<file path="src/rtl/elevador_pkg.sv">
// elevador_pkg: shared types and helpers for the N-floor elevator controller.
//   state_t      controller states
//   SEG_*        7-segment patterns {g,f,e,d,c,b,a}, active-high
//   onehot_idx   index of the lowest set bit of a (one-hot) vector
//   multi_hot    high when more than one bit of a vector is set
//   seg_digit    segment pattern for a decimal digit 1..9
package elevador_pkg;

  typedef enum logic [2:0] {
    HOMING,
    IDLE,
    UP,
    DOWN,
    DOOR,
    FAULT
  } state_t;

  localparam logic [6:0] SEG_1     = 7'b0000110;
  localparam logic [6:0] SEG_2     = 7'b1011011;
  localparam logic [6:0] SEG_3     = 7'b1001111;
  localparam logic [6:0] SEG_4     = 7'b1100110;
  localparam logic [6:0] SEG_5     = 7'b1101101;
  localparam logic [6:0] SEG_6     = 7'b1111101;
  localparam logic [6:0] SEG_7     = 7'b0000111;
  localparam logic [6:0] SEG_8     = 7'b1111111;
  localparam logic [6:0] SEG_9     = 7'b1101111;
  localparam logic [6:0] SEG_E     = 7'b1111001;
  localparam logic [6:0] SEG_BLANK = 7'b0000000;

  // Lowest set bit wins, so a vector with several bits set still yields a
  // defined index; callers that care reject that case with multi_hot.
  function automatic logic [3:0] onehot_idx(input logic [8:0] v);
    logic [3:0] idx;
    idx = '0;
    for (int i = 8; i >= 0; i--) begin
      if (v[i]) idx = 4'(i);
    end
    return idx;
  endfunction

  function automatic logic multi_hot(input logic [8:0] v);
    return (v & (v - 9'd1)) != 9'd0;
  endfunction

  function automatic logic [6:0] seg_digit(input logic [3:0] d);
    logic [6:0] seg;
    case (d)
      4'd1:    seg = SEG_1;
      4'd2:    seg = SEG_2;
      4'd3:    seg = SEG_3;
      4'd4:    seg = SEG_4;
      4'd5:    seg = SEG_5;
      4'd6:    seg = SEG_6;
      4'd7:    seg = SEG_7;
      4'd8:    seg = SEG_8;
      4'd9:    seg = SEG_9;
      default: seg = SEG_BLANK;
    endcase
    return seg;
  endfunction

endpackage

</file>
<file path="src/rtl/elevador_npisos_if.sv">
// elevador_npisos_if: car/hall side bundle of the elevator controller.
//   call, sensor             building -> controller (buttons, floor sensors)
//   display, mup, mdw,       controller -> building (7-seg, motor, door,
//   door_open, pending,      latched requests, fault flag)
//   fault
// master = building side, slave = controller.
interface elevador_npisos_if #(
  parameter int FLOORS = 3
);
  logic [FLOORS-1:0] call;
  logic [FLOORS-1:0] sensor;
  logic [6:0]        display;
  logic              mup;
  logic              mdw;
  logic              door_open;
  logic [FLOORS-1:0] pending;
  logic              fault;

  modport master (
    output call, sensor,
    input  display, mup, mdw, door_open, pending, fault
  );

  modport slave (
    input  call, sensor,
    output display, mup, mdw, door_open, pending, fault
  );
endinterface

</file>
<file path="src/rtl/elevador_seg7.sv">
// elevador_seg7: combinational floor display decoder.
//   floor_idx  in   0-based floor index
//   fault      in   show "E" instead of the floor
//   blank      in   display off (car not yet homed)
//   display    out  segments {g,f,e,d,c,b,a}, active-high
module elevador_seg7
  import elevador_pkg::*;
#(
  parameter int FW = 2
) (
  input  logic [FW-1:0] floor_idx,
  input  logic          fault,
  input  logic          blank,
  output logic [6:0]    display
);

  logic [3:0] digit;

  // Floors are shown 1-based.
  assign digit = 4'(floor_idx) + 4'd1;

  always_comb begin
    display = seg_digit(digit);
    if (blank) begin
      display = SEG_BLANK;
    end else if (fault) begin
      display = SEG_E;
    end
  end

endmodule

</file>
<file path="src/rtl/elevador_npisos.sv">
// elevador_npisos: N-floor collective (SCAN) elevator controller.
//   clk    in  system clock, rising edge
//   reset  in  asynchronous, active-low
//   bus    slave side of elevador_npisos_if: call/sensor in; display, mup,
//          mdw, door_open, pending, fault out (all but display registered)
// Homes downwards after reset, latches calls, keeps the travel direction
// while requests lie ahead, dwells DOOR_CYCLES at each stop and locks into
// FAULT on a travel timeout or an inconsistent sensor pattern.
module elevador_npisos
  import elevador_pkg::*;
#(
  parameter int FLOORS         = 3,
  parameter int DOOR_CYCLES    = 8,
  parameter int TIMEOUT_CYCLES = 64
) (
  input  logic               clk,
  input  logic               reset,
  elevador_npisos_if.slave   bus
);

  localparam int FW = (FLOORS > 1) ? $clog2(FLOORS) : 1;
  localparam int DW = (DOOR_CYCLES > 1) ? $clog2(DOOR_CYCLES) : 1;
  localparam int WW = $clog2(TIMEOUT_CYCLES + 1);
  localparam logic [FW-1:0] TOP_FLOOR = FW'(FLOORS - 1);
  localparam logic [DW-1:0] DOOR_LOAD = DW'(DOOR_CYCLES - 1);
  localparam logic [WW-1:0] WD_LIMIT  = WW'(TIMEOUT_CYCLES);

  state_t            state_reg, state_next;
  logic [FW-1:0]     floor_reg, floor_next;
  logic              dir_reg, dir_next;          // 1 = up
  logic [FLOORS-1:0] pending_reg, pending_next;
  logic              mup_reg, mup_next;
  logic              mdw_reg, mdw_next;
  logic              door_reg, door_next;
  logic              fault_reg, fault_next;
  logic [DW-1:0]     door_cnt_reg, door_cnt_next;
  logic [WW-1:0]     wd_cnt_reg, wd_cnt_next;

  // Floor-relative masks of the current floor register.
  logic [FLOORS-1:0] here_mask, above_mask, below_mask;

  genvar gi;
  generate
    for (gi = 0; gi < FLOORS; gi++) begin : g_mask
      assign here_mask[gi]  = (FW'(gi) == floor_reg);
      assign above_mask[gi] = (FW'(gi) >  floor_reg);
      assign below_mask[gi] = (FW'(gi) <  floor_reg);
    end
  endgenerate

  logic [8:0]        sensor_ext;
  logic [FW-1:0]     sensor_idx;
  logic              sensor_any, sensor_multi, new_floor, at_end, stop_hit;
  logic              here_call, above_any, below_any, go_up, go_dn;
  logic [FLOORS-1:0] pend_all, pend_masked;
  state_t            dec_state;
  logic              dec_dir;

  assign sensor_ext   = 9'(bus.sensor);
  assign sensor_idx   = FW'(onehot_idx(sensor_ext));
  assign sensor_any   = |bus.sensor;
  assign sensor_multi = multi_hot(sensor_ext);
  assign new_floor    = sensor_any && (sensor_idx != floor_reg);
  assign at_end       = (state_reg == UP) ? (sensor_idx == TOP_FLOOR)
                                          : (sensor_idx == '0);

  // While moving every call is latched; while parked a call for the current
  // floor opens the door instead of becoming a request.
  assign pend_all    = pending_reg | bus.call;
  assign pend_masked = pending_reg | (bus.call & ~here_mask);
  assign here_call   = |(bus.call & here_mask);
  // sensor is one-hot whenever this is used (multi-hot faults first).
  assign stop_hit    = |(pend_all & bus.sensor);

  // Direction decision shared by IDLE and door expiry: keep the current
  // direction while requests lie ahead, otherwise reverse if any lie behind.
  assign above_any = |(pend_masked & above_mask);
  assign below_any = |(pend_masked & below_mask);
  assign go_up     = dir_reg ? above_any : (!below_any && above_any);
  assign go_dn     = dir_reg ? (!above_any && below_any) : below_any;
  assign dec_state = go_up ? UP : (go_dn ? DOWN : IDLE);
  assign dec_dir   = go_up ? 1'b1 : (go_dn ? 1'b0 : dir_reg);

  always_comb begin
    state_next    = state_reg;
    floor_next    = floor_reg;
    dir_next      = dir_reg;
    pending_next  = pending_reg;
    mup_next      = mup_reg;
    mdw_next      = mdw_reg;
    door_next     = door_reg;
    fault_next    = fault_reg;
    door_cnt_next = door_cnt_reg;
    wd_cnt_next   = wd_cnt_reg;

    case (state_reg)
      HOMING: begin
        if (sensor_any) begin
          floor_next = sensor_idx;
          mdw_next   = 1'b0;
          state_next = IDLE;
        end else begin
          mdw_next = 1'b1;
        end
      end

      IDLE: begin
        pending_next = pend_masked;
        if (here_call) begin
          door_next     = 1'b1;
          door_cnt_next = DOOR_LOAD;
          state_next    = DOOR;
        end else begin
          state_next  = dec_state;
          dir_next    = dec_dir;
          mup_next    = go_up;
          mdw_next    = go_dn;
          wd_cnt_next = '0;
        end
      end

      DOOR: begin
        pending_next = pend_masked;
        if (here_call) begin
          door_cnt_next = DOOR_LOAD;
        end else if (door_cnt_reg == '0) begin
          door_next   = 1'b0;
          state_next  = dec_state;
          dir_next    = dec_dir;
          mup_next    = go_up;
          mdw_next    = go_dn;
          wd_cnt_next = '0;
        end else begin
          door_cnt_next = door_cnt_reg - DW'(1);
        end
      end

      UP, DOWN: begin
        pending_next = pend_all;
        if (sensor_multi) begin
          state_next = FAULT;
          mup_next   = 1'b0;
          mdw_next   = 1'b0;
          fault_next = 1'b1;
        end else if (new_floor) begin
          floor_next  = sensor_idx;
          wd_cnt_next = '0;
          if (stop_hit || at_end) begin
            pending_next  = pend_all & ~bus.sensor;
            mup_next      = 1'b0;
            mdw_next      = 1'b0;
            door_next     = 1'b1;
            door_cnt_next = DOOR_LOAD;
            state_next    = DOOR;
          end
        end else if (wd_cnt_reg + WW'(1) == WD_LIMIT) begin
          state_next = FAULT;
          mup_next   = 1'b0;
          mdw_next   = 1'b0;
          fault_next = 1'b1;
        end else begin
          wd_cnt_next = wd_cnt_reg + WW'(1);
        end
      end

      FAULT: begin
        mup_next   = 1'b0;
        mdw_next   = 1'b0;
        door_next  = 1'b0;
        fault_next = 1'b1;
      end

      default: state_next = HOMING;
    endcase
  end

  always_ff @(posedge clk or negedge reset) begin
    if (!reset) begin
      state_reg    <= HOMING;
      floor_reg    <= '0;
      dir_reg      <= 1'b1;
      pending_reg  <= '0;
      mup_reg      <= 1'b0;
      mdw_reg      <= 1'b0;
      door_reg     <= 1'b0;
      fault_reg    <= 1'b0;
      door_cnt_reg <= '0;
      wd_cnt_reg   <= '0;
    end else begin
      state_reg    <= state_next;
      floor_reg    <= floor_next;
      dir_reg      <= dir_next;
      pending_reg  <= pending_next;
      mup_reg      <= mup_next;
      mdw_reg      <= mdw_next;
      door_reg     <= door_next;
      fault_reg    <= fault_next;
      door_cnt_reg <= door_cnt_next;
      wd_cnt_reg   <= wd_cnt_next;
    end
  end

  assign bus.mup       = mup_reg;
  assign bus.mdw       = mdw_reg;
  assign bus.door_open = door_reg;
  assign bus.pending   = pending_reg;
  assign bus.fault     = fault_reg;

  elevador_seg7 #(
    .FW (FW)
  ) u_seg7 (
    .floor_idx (floor_reg),
    .fault     (fault_reg),
    .blank     (state_reg == HOMING),
    .display   (bus.display)
  );

endmodule
</file>
<file path="src/flat_wrapper.sv">
// flat-port wrapper written by rule: the top's interface ports become plain ports
module elevador_npisos_flat import elevador_pkg::*;
#(
  parameter int FLOORS         = 3,
  parameter int DOOR_CYCLES    = 8,
  parameter int TIMEOUT_CYCLES = 64
)
  (clk, reset, bus_call, bus_sensor, bus_display, bus_mup, bus_mdw, bus_door_open, bus_pending, bus_fault);
  elevador_npisos_if #(.FLOORS(FLOORS)) bus_i ();
  input  logic clk;
  input  logic reset;
  input wire logic [$bits(bus_i.call)-1:0] bus_call;
  input wire logic [$bits(bus_i.sensor)-1:0] bus_sensor;
  output wire logic [$bits(bus_i.display)-1:0] bus_display;
  output wire logic [$bits(bus_i.mup)-1:0] bus_mup;
  output wire logic [$bits(bus_i.mdw)-1:0] bus_mdw;
  output wire logic [$bits(bus_i.door_open)-1:0] bus_door_open;
  output wire logic [$bits(bus_i.pending)-1:0] bus_pending;
  output wire logic [$bits(bus_i.fault)-1:0] bus_fault;
  assign bus_i.call = bus_call;
  assign bus_i.sensor = bus_sensor;
  assign bus_display = bus_i.display;
  assign bus_mup = bus_i.mup;
  assign bus_mdw = bus_i.mdw;
  assign bus_door_open = bus_i.door_open;
  assign bus_pending = bus_i.pending;
  assign bus_fault = bus_i.fault;
  elevador_npisos #(.FLOORS(FLOORS), .DOOR_CYCLES(DOOR_CYCLES), .TIMEOUT_CYCLES(TIMEOUT_CYCLES)) u_core (.clk(clk), .reset(reset), .bus(bus_i));
endmodule
</file>
<file path="config.mk">
export PLATFORM = sky130hd
export DESIGN_NAME = elevador_npisos_flat
export DESIGN_NICKNAME = d
export VERILOG_FILES = /design/src/rtl/elevador_pkg.sv /design/src/rtl/elevador_npisos_if.sv /design/src/rtl/elevador_seg7.sv /design/src/rtl/elevador_npisos.sv /design/src/flat_wrapper.sv
export SDC_FILE = /design/constraint.sdc
export NUM_CORES = 1
export LEC_CHECK = 0
export BUFFER_PORTS_ARGS = -buffer_cell sky130_fd_sc_hd__buf_2
export CAP_MARGIN = 20
export CORE_MARGIN = 4
export CORE_UTILIZATION = 50
export CTS_CLUSTER_SIZE = 12
export DETAILED_ROUTE_END_ITERATION = 8
export HOLD_SLACK_MARGIN = 0.05
export PLACE_DENSITY_LB_ADDON = 0.25
export RECOVER_POWER = 100
export SYNTH_ARGS = -nofsm -noshare
export SYNTH_HDL_FRONTEND = slang
export SYNTH_SLANG_ARGS = --single-unit
</file>
<file path="constraint.sdc">
create_clock -name clk -period 2.7 [get_ports clk]
set_input_delay 0.27 -clock clk [delete_from_list [all_inputs] [get_ports clk]]
set_output_delay 0.27 -clock clk [all_outputs]
set_load 0.01 [all_outputs]
</file>
# Yosys cells after proc, flatten, opt, wreduce, memory -nomap -nowiden
# Memory sizes are Yosys's and may differ from the RTL's.
# Cells that the tools add are included.
# classes
reduce_logical	34
add_sub_neg	4
mux	71
n_eq_ne	24
n_lt_le_gt_ge	6
bitwise	12
# op_table
op	n
$mux W7	8
$mux W3	18
$reduce_and A6 Y1	5
$mux W1	28
$pmux W7 S3	1
$and A3 B3 Y3	6
$pmux W3 S5	1
$reduce_or A3 Y1	5
$mux W2	7
$ne A2 B1 Y1 const B	5
$and A3 B9 Y9	1
$ne A3 B2 Y1 const B	3
$pmux W3 S3	1
$reduce_bool A9 Y1	1
$pmux W1 S4	2
$reduce_and A4 Y1	2
$reduce_bool A2 Y1	4
$add A7 B1 Y7 const B	1
$eq A7 B7 Y1 const B	1
$reduce_and A7 Y1	1
$eq A3 B2 Y1 const B	2
$eq A3 B3 Y1 const B	2
$logic_not A3 Y1	2
$ne A2 B2 Y1 const B	3
other kinds (31)	41
# word_totals
input_bits	8
output_inout_bits	14
register_bits	23
wordCells	162
mem_count	1
mem_bits_ro	112
# mem_list
name	words	width	read_ports	rd_clocked_by_memory_dff	wr	line_no	text
(name not given)	16	7	1	0	0	elevador_pkg.sv:47	case (d)

# Depth between registers and ports, before layout
# Gate-level depths: netlist of the first run.
# logic_depth
word_depth	14
ltp_mapped	8
ltp_nobuf	8

# By module
# Synthesis of the first run repeated with hierarchy kept, for this count alone.
# hier_totals
hier_cells	234
hier_area_um2	1941.9
# modules_own_cells
mod	seq_area_each_um2	cells_each	area_per_inst_um2	instances
elevador_npisos	576.8	218	1845.5	1
elevador_seg7	0.0	16	96.3	1

# Worst setup path after synthesis of the first run
# Ideal clock, no wire load.
# synth_path
path_kind	reg-to-reg
startpoint	register u_core.floor_reg[1]
endpoint	register u_core.door_cnt_reg[0]
arrival_time_ps	2274
required_time_ps	2575
setup_time_ps	125
path_stages_with_launch	8
setup_slack_ps	301
n_path_buf	0
synth_period_minus_slack_ps	2399
cell_sequence	dfrtp_1 -> inv_1 -> ha_1 -> a222oi_1 -> nand3b_1 -> nor2b_1 -> o21ai_1 -> mux2_2
# synth_via
elab_chain_len	5
elab_cells_between_ends	13
classes_between	6 x eq/ne; 2 x mux; 1 x bitwise; 4 x reduce/logical
# synth_rtl
item	line_no	text
start: declaration	elevador_npisos.sv:29	logic [FW-1:0] floor_reg, floor_next;
start signal: assignment	elevador_npisos.sv:191	floor_reg <= floor_next;
$eq A1 B2 Y1 (tied with other cells)	elevador_npisos.sv:45	assign here_mask[gi] = (FW'(gi) == floor_reg);
$and A3 B3 Y3	elevador_npisos.sv:71	assign here_call = |(bus.call & here_mask);
$reduce_or A3 Y1	elevador_npisos.sv:71	
$ne A3 B2 Y1 (no source line) (tied with other cells)	n/a	
$reduce_and A6 Y1 (no source line) or $pmux W3 S3 (tied branches)	n/a	
end signal: assignment	elevador_npisos.sv:198	door_cnt_reg <= door_cnt_next;
end: declaration	elevador_npisos.sv:36	logic [DW-1:0] door_cnt_reg, door_cnt_next;
# Several ways; a longest one is shown, not always the timed one.
# A chain may end at the register's enable or synchronous reset.

# Final worst setup path of the first run
# layout_path
startpoint	register u_core.floor_reg[0]
endpoint	register u_core.mup_reg, in the netlist u_core.bus.mup
# layout_via
elab_chain_len	12
elab_cells_between_ends	34
classes_between	6 x order compare; 7 x eq/ne; 7 x mux; 6 x bitwise; 8 x reduce/logical
# layout_rtl
item	line_no	text
$eq A1 B2 Y1 (tied with other cells)	elevador_npisos.sv:45	
$not A3 Y3	elevador_npisos.sv:70	assign pend_masked = pending_reg | (bus.call & ~here_mask);
$and A3 B3 Y3	elevador_npisos.sv:70	
$or A3 B3 Y3	elevador_npisos.sv:70	
$and A3 B3 Y3	elevador_npisos.sv:78	assign below_any = |(pend_masked & below_mask);
$reduce_or A3 Y1	elevador_npisos.sv:78	
$logic_not A1 Y1	elevador_npisos.sv:79	assign go_up = dir_reg ? above_any : (!below_any && above_any);
$logic_and A1 B1 Y1	elevador_npisos.sv:79	
$mux W1	elevador_npisos.sv:79	
$mux W1	elevador_npisos.sv:126	end else if (door_cnt_reg == '0) begin
$mux W1	elevador_npisos.sv:124	if (here_call) begin
$pmux W1 S4	elevador_npisos.sv:96	case (state_reg)
end signal: assignment	elevador_npisos.sv:194	mup_reg <= mup_next;
end: declaration	elevador_npisos.sv:32	logic mup_reg, mup_next;
# Several ways; a longest one is shown, not always the timed one. The select of a mux whose other input is x is not followed.

==> metrics.md, run 1 <==
| Metric | Value |
|---|---|
| Via count | `between 1500 and 2000` |
| Register area share after synthesis | `about a third` |
| Gr ovfl total | `0` |
| Buf/Inv on CP | `2` |
| Final Skew | `roughly 4.1 ps` |
| Clk Latency, worst-skew pair | `270 ps` |
| CTS clk-pin slew, worst paths | `90 ps` |
| Ys flop type | `dfrtp_1` |
| Synth-to-layout area growth | `10.1%` |
| Min cycle time layout | `between 2000 and 2500 ps` |
| 1st-iter DRT viols | `129` |
| CTS tree | `yes` |
| CTS Buffer Depth | `2` |
| Post-detail-place hpwl | `around 3.4 mm` |
| Setup Total Neg Slack | `0 ps` |
| Pwr dens | `~970 mW/mm2` |
| Root buffer cell | `clkbuf_8` |
| Largest net degree at the start of global routing | `24` |
| Post-Syn Area | `approximately 0.0018 mm2` |
| Max_slew headroom | `12.9%` |
| CP max stage delay | `470 ps` |
| Number of buffers added on ports | `21` |
| CTS buffer count | `3` |
| Placer Congestion | `0.970` |
| I/O Pins | `22` |
| Final ANT Viol Nets | `0` |
| Residual DRC | `0` |
| # setup viols final | `0` |
| Post-synthesis area per instance | `approximately 8.1 um2` |
| Starting density of the core | `a little over half` |
| Max Fanout on Critical Path | `7` |
| RSZ-0062 raised after global routing | `no` |
| Global-route wire length before repair | `a little under 8 mm` |
| F_max | `approximately 400 MHz` |
| Critical Path Sink Type | `register` |
| Chip Width | `68.6 um` |
| Layout net count | `267` |
| Post-CTS Setup Bufs | `0` |
| Layout cells sized above 1 | `10.0%` |
| Cell area after layout | `about 0.0020 mm2` |
| CP Cell Sequence | `inv_1 -> ha_1 -> a222oi_1 -> buf_4 -> nand3b_1 -> a21oi_1 -> or2b_2 -> nand3_1 -> mux2_4` |
| Post-synth EDFFs | `0` |
| Total track usage | `between 20% and 30%` |
| FF-to-FF setup slack | `260 ps` |
| # diodes | `0` |
| Worst Setup Start Kind | `register` |
| Vias per cell | `around 6.0` |
| Crit path kind | `reg -> reg` |
| Synthesis Warnings | `0` |
| Synth async-reset ratio | `100%` |
| Worst-margin pin slew | `1310 ps` |
| Synthesized net count | `approximately 240` |
| Die Y | `just under 70 um` |
| Worst EP arrival | `between 2000 and 3000 ps` |
| Cells after Synth | `about 230` |
| Crit share post-route | `90.5%` |
| CP top delay family | `compound AO/OA/AOI/OAI gates` |
| Clk sinks | `23` |
| P_leak | `0.875 nW` |
| Post-DP Area | `0.00201 mm2` |
| Initial antenna violation count | `0` |
| Final Slew Violations | `0` |
| Final wirelength | `4.61 mm` |
| Core area | `0.00344 mm2` |
| DR WL/cell | `about 16 um` |
| Outcome | `finished clean` |
| Post-synth cell types | `53` |
| Final total power | `between 1.5 and 2 mW` |
| Max-cap violations | `0` |
| Slowest stage cell, crit path | `dfrtp_1` |
| Post-synthesis register bit count | `23` |
| CTS H-Tree Depth | `1` |
| Hold Path Class | `in -> reg` |
| Max reg flops | `7` |
| Max VDD drop | `~0.5 mV` |
| Drt pass-1 iters | `4` |
| Worst Path Required | `roughly 2900 ps` |
| Final hold vios | `0` |
| Die area | `0.00471 mm2` |
| # rows | `21` |
| Vias in the first global route | `1690` |
-- cells by family (layout without fill, tap and decap cells) --
| group | after synthesis | count (layout) | share of synthesized area (%) |
|---|---|---|---|
| compound gates | 83 | 83 | 29.3 |
| xor+xnor | 1 | 1 | 0.477 |
| fa+ha+maj | 8 | 8 | 5.45 |
| buf+inv | 19 | 43 | 4.22 |
| flops | 23 | 23 | 31.4 |
| mux | 10 | 10 | 6.60 |
| simple gates | 82 | 82 | 22.5 |
-- per-stage QoR --
stage | utilization [%] | std cells | hold WS (ps) | setup slack (ps)
after global routing | 58.8 | 296 | 397 | 102
after floorplan | - | 226 | -25.6 | 301
final | 58.8 | 296 | 381 | 256
after global placement | 58.4 | 291 | 282 | 371
after detailed placement | 58.4 | 291 | 289 | 307
after CTS | 60.0 | 296 | 368 | 297
-- Yosys cell counts, drive strengths merged, types with 2 or more instances --
cell type	n	area share, %
o41ai	2	0.95
inv	11	2.2
ha	8	5.4
a21o	3	1.2
o21ai	26	7.1
clkbuf	5	1.0
nor2b	7	2.4
nor2	30	6.1
mux2i	6	3.9
a211oi	3	1.2
dfrtp	22	30
a22o	2	0.95
nand2	15	3.1
and3	4	1.6
nor3	4	1.1
nand2b	7	2.4
o22ai	2	0.68
o21a	4	1.6
a21oi	20	5.4
mux2	4	2.7
buf	3	0.95
a31oi	5	1.7
nand3	7	2.2
o31ai	3	1.2
-- report_power, final --
| group | switching, mW | internal, mW | total [mW] |
|---|---|---|---|
| Combinational | 0.697 | 0.471 | 1.17 |
| Clock | 0.122 | 0.103 | 0.226 |
| Sequential | 0.124 | 0.445 | 0.569 |
-- metal layers --
layer | up-vias | part of all wire, % | global-route usage (%)
li1 | 887 | - | -
met3 | 4 | 3.5 | 3.57
met5 | - | 0 | 0
met4 | 0 | 1.0 | 6.45
met1 | 849 | 46 | 27.7
met2 | 41 | 49 | 35.8
-- what timing repair did --
action,CTS,global route
hold buffers,1,0
hold endpoints to repair,22,0
gates resized for setup,0,0
-- worst reg2reg max path: cells and delay by family (launching register included) --
kind | cells | cell delay (ps)
AOI/OAI and AO/OA | 2 | 570
adders and majority gates | 1 | 260
DFF | 1 | 470
muxes | 1 | 310
buffers and inverters | 2 | 330
and+or+nand+nor | 3 | 410
-- cell type report --
type / count / area [um2]
clock buffer: 3 / 41.3
sequential: 23 / 577
inverter: 11 / 41.3
multi-input combinational: 184 / 1170
timing repair buffer: 28 / 135
fill: 341 / 1420
tap: 46 / 57.6
clock inverter: 1 / 5.00
-- path summary, 6_finish.rpt --
kind	startpoint	end	cells past startpoint
max	u_core.floor_reg[0]	u_core.bus.mup	9
min	bus_sensor[1]	u_core.floor_reg[0]	3
max reg2reg	u_core.floor_reg[0]	u_core.bus.mup	9
min reg2reg	u_core.wd_cnt_reg[6]	u_core.wd_cnt_reg[6]	1
max in group asynchronous	reset	u_core.wd_cnt_reg[4]	2
min in group asynchronous	reset	u_core.wd_cnt_reg[6]	2
-- placed cells by master, fill, tap and decap left out, drive strengths merged, types with 2 or more instances in the layout --
master,n
clkbuf,19
buf,11
o41ai,2
nand2b,7
nor2b,7
mux2i,6
nor2,30
a21o,3
nand2,15
a31oi,5
o22ai,2
o21a,4
mux2,4
inv,11
o21ai,26
nor3,4
a22o,2
o31ai,3
and3,4
nand3,7
dfrtp,22
a211oi,3
a21oi,20
ha,8
(Power assumes the default switching activity.)
==> inputs of run 2 (changes only) <==
Settings changed: CORE_ASPECT_RATIO set to 0.5, REMOVE_ABC_BUFFERS set to 1.
==> run 2 against run 1 <==
  * Combinational power about the same
  * Sequential power up 1%
  * Wire length up 4.8%
  * Register-to-register slack better by 30 ps
  * Via count up 3.6%
  * Flip-flop and latch count unchanged
  * Worst setup slack better by 26 ps
  * Power up 2.1%
  * Global-route usage up 0.26 points
  * Die area up 1.2%
  * Sequential share of layout area down 0.28 points
  * Critical path type unchanged
  * Highest routed layer unchanged
==> metrics.md, run 2 (synthesis gave the netlist of run 1 again) <==
| Metric | Value |
|---|---|
| Outcome | `finished clean` |
| # diodes | `0` |
| I/O Pins | `22` |
| P_sw | `969 uW` |
| Residual DRC | `0` |
| R2r worst-path depth | `9` |
| Setup Total Neg Slack | `0 ps` |
| RSZ-0062 raised after global routing | `no` |
| Number of buffers added on ports | `21` |
| Final hold vios | `0` |
| Sw Share | `around half` |
| Die Y | `a little over 50 um` |
| Vias per cell | `just over 6` |
| Post-CTS sizing | `0` |
| Crit share post-route | `89.6%` |
| CTS H-Tree Depth | `1` |
| Initial antenna violation count | `0` |
| Commonest non-fill, non-tap cell in the layout | `nor2_1` |
| Hold-critical path depth | `3` |
| Max Fanout on Critical Path | `7` |
| Max reg flops | `7` |
| Critical Path Sink Type | `register` |
| Most frequent cells in the layout | `30 x nor2_1, 24 x o21ai_0, 22 x dfrtp_1` |
| CTS buffer count | `3` |
| Pwr dens | `about 980 mW/mm2` |
| Layout cells sized above 1 | `just over 10%` |
| Starting density of the core | `between 50% and 60%` |
| Core area | `around 0.0035 mm2` |
| FF-to-FF setup slack | `280 ps` |
| Clk pwr share | `11.1%` |
| Clk Latency, worst-skew pair | `about 270 ps` |
| Die area | `0.00477 mm2` |
| # rows | `15` |
| 1st-iter DRT viols | `~140` |
| Reg2reg start | `u_core.floor_reg[0]` |
| Clk sinks | `23` |
| Worst EP arrival | `between 2000 and 3000 ps` |
| Post-detail-place hpwl | `3.60 mm` |
| Worst-margin pin slew | `between 1000 and 1500 ps` |
| Hold Path Class | `in -> reg` |
| CTS tree | `yes` |
| Final wirelength | `a little under 5 mm` |
| Setup WS pre-CTS | `about 350 ps` |
| Hold_sp | `bus_sensor[1]` |
| Final ANT Viol Nets | `0` |
| Power share of the sequential group | `around 29%` |
| P_leak | `~0.88 nW` |
| Fill cell count | `350` |
| Vias in the first global route | `around 1700` |
| Worst Path Required | `about 2900 ps` |
| F_max | `414 MHz` |
| Gr ovfl total | `0` |
| Placer Congestion | `~0.91` |
| # setup viols final | `0` |
| Total track usage | `approximately 22%` |
| Layout net count | `between 200 and 300` |
| Min cycle time layout | `between 2000 and 2500 ps` |
| Final Slew Violations | `0` |
| Worst Setup Start Kind | `register` |
| Max VDD drop | `~0.41 mV` |
| Max_slew headroom | `around an eighth` |
| Reg area | `577 um2` |
| Root buffer cell | `clkbuf_8` |
| Drt pass-1 iters | `4` |
| Hold Path End | `u_core.floor_reg[0]` |
| Crit path kind | `reg -> reg` |
| Via count | `between 1500 and 2000` |
| Max-cap violations | `0` |
| Combinational power share | `about three fifths` |
| Area occupied by multi-input gates | `between 0.001 and 0.0015 mm2` |
| CTS clk-pin slew, worst paths | `around 90 ps` |
| Final setup margin | `between 200 and 300 ps` |
| Largest net degree at the start of global routing | `24` |
| Int Pwr | `~1.0 mW` |
| DR WL/cell | `roughly 16 um` |
| Chip Width | `between 90 and 100 um` |
| Final Skew | `between 5 and 6 ps` |
| RR Endpoint | `u_core.bus.mup` |
| Global-route wire length before repair | `8.16 mm` |
| CTS Buffer Depth | `2` |
| Synth-to-layout area growth | `11.2%` |
-- run 2: worst max-delay path by stage --
| stage | from | end | slack [ps] |
|---|---|---|---|
| 5_1_grt | u_core.floor_reg[0] | u_core.bus.mup | 150 |
| 6_report | u_core.floor_reg[0] | u_core.bus.mup | 280 |
| 3_5_place_dp | u_core.floor_reg[0] | u_core.door_cnt_reg[1] | 350 |
| 2_1_floorplan | u_core.floor_reg[1] | u_core.door_cnt_reg[0] | 300 |
| 3_3_place_gp | u_core.floor_reg[0] | u_core.door_cnt_reg[0] | 420 |
| 4_1_cts | u_core.floor_reg[0] | u_core.door_cnt_reg[1] | 340 |
-- run 2: critical path: stages (launching register included) --
cell and delay [ps]:
dfrtp_1 470, inv_1 120, ha_1 270, a222oi_1 330, buf_4 190, nand3b_1 120, a21oi_1 220, or2b_2 160
nand3_1 110, mux2_4 310
-- run 2: repair_timing --
item / in CTS / in global routing
hold buffers: 1 / 0
endpoints found under the hold margin: 22 / 0
buffers inserted: 0 / 0
-- run 2: layout make-up --
type / instances / share of cell area (%)
inverter: 11 / 2.02
timing repair buffer: 30 / 7.35
sequential: 23 / 28.2
tap: 51 / 3.12
multi-input combinational: 184 / 57.1
clock buffer: 4 / 2.20
-- run 2: metrics by stage --
| stage | hold WS (ps) | total power, mW | area (um2) | instances | util [%] |
|---|---|---|---|---|---|
| 4_1_cts | 372 | 2.02 | 2090 | 303 | 59.7 |
| 5_1_grt | 408 | 2.17 | 2040 | 303 | 58.5 |
| 6_report | 384 | 2.00 | 2040 | 303 | 58.5 |
| 3_5_place_dp | 293 | 1.79 | 2030 | 298 | 58.2 |
| 2_1_floorplan | -25.6 | 1.39 | 1800 | 218 | - |
| 3_3_place_gp | 286 | 1.76 | 2030 | 298 | 58.2 |
-- run 2: layer usage --
layer | share of wire [%] | global-route usage (%)
met2 | 46 | 35.4
met4 | 0.31 | 4.08
met3 | 6.9 | 4.12
met1 | 47 | 30.0
met5 | 0 | 0
-- run 2: power groups by stage --
stage               logic (mW)  clock network (mW)  registers, mW
floorplan                0.786                   0          0.600
global placement          1.18                   0          0.575
detailed placement        1.21                   0          0.579
CTS                       1.22               0.228          0.572
global route              1.33               0.246          0.594
finish                    1.20               0.222          0.577
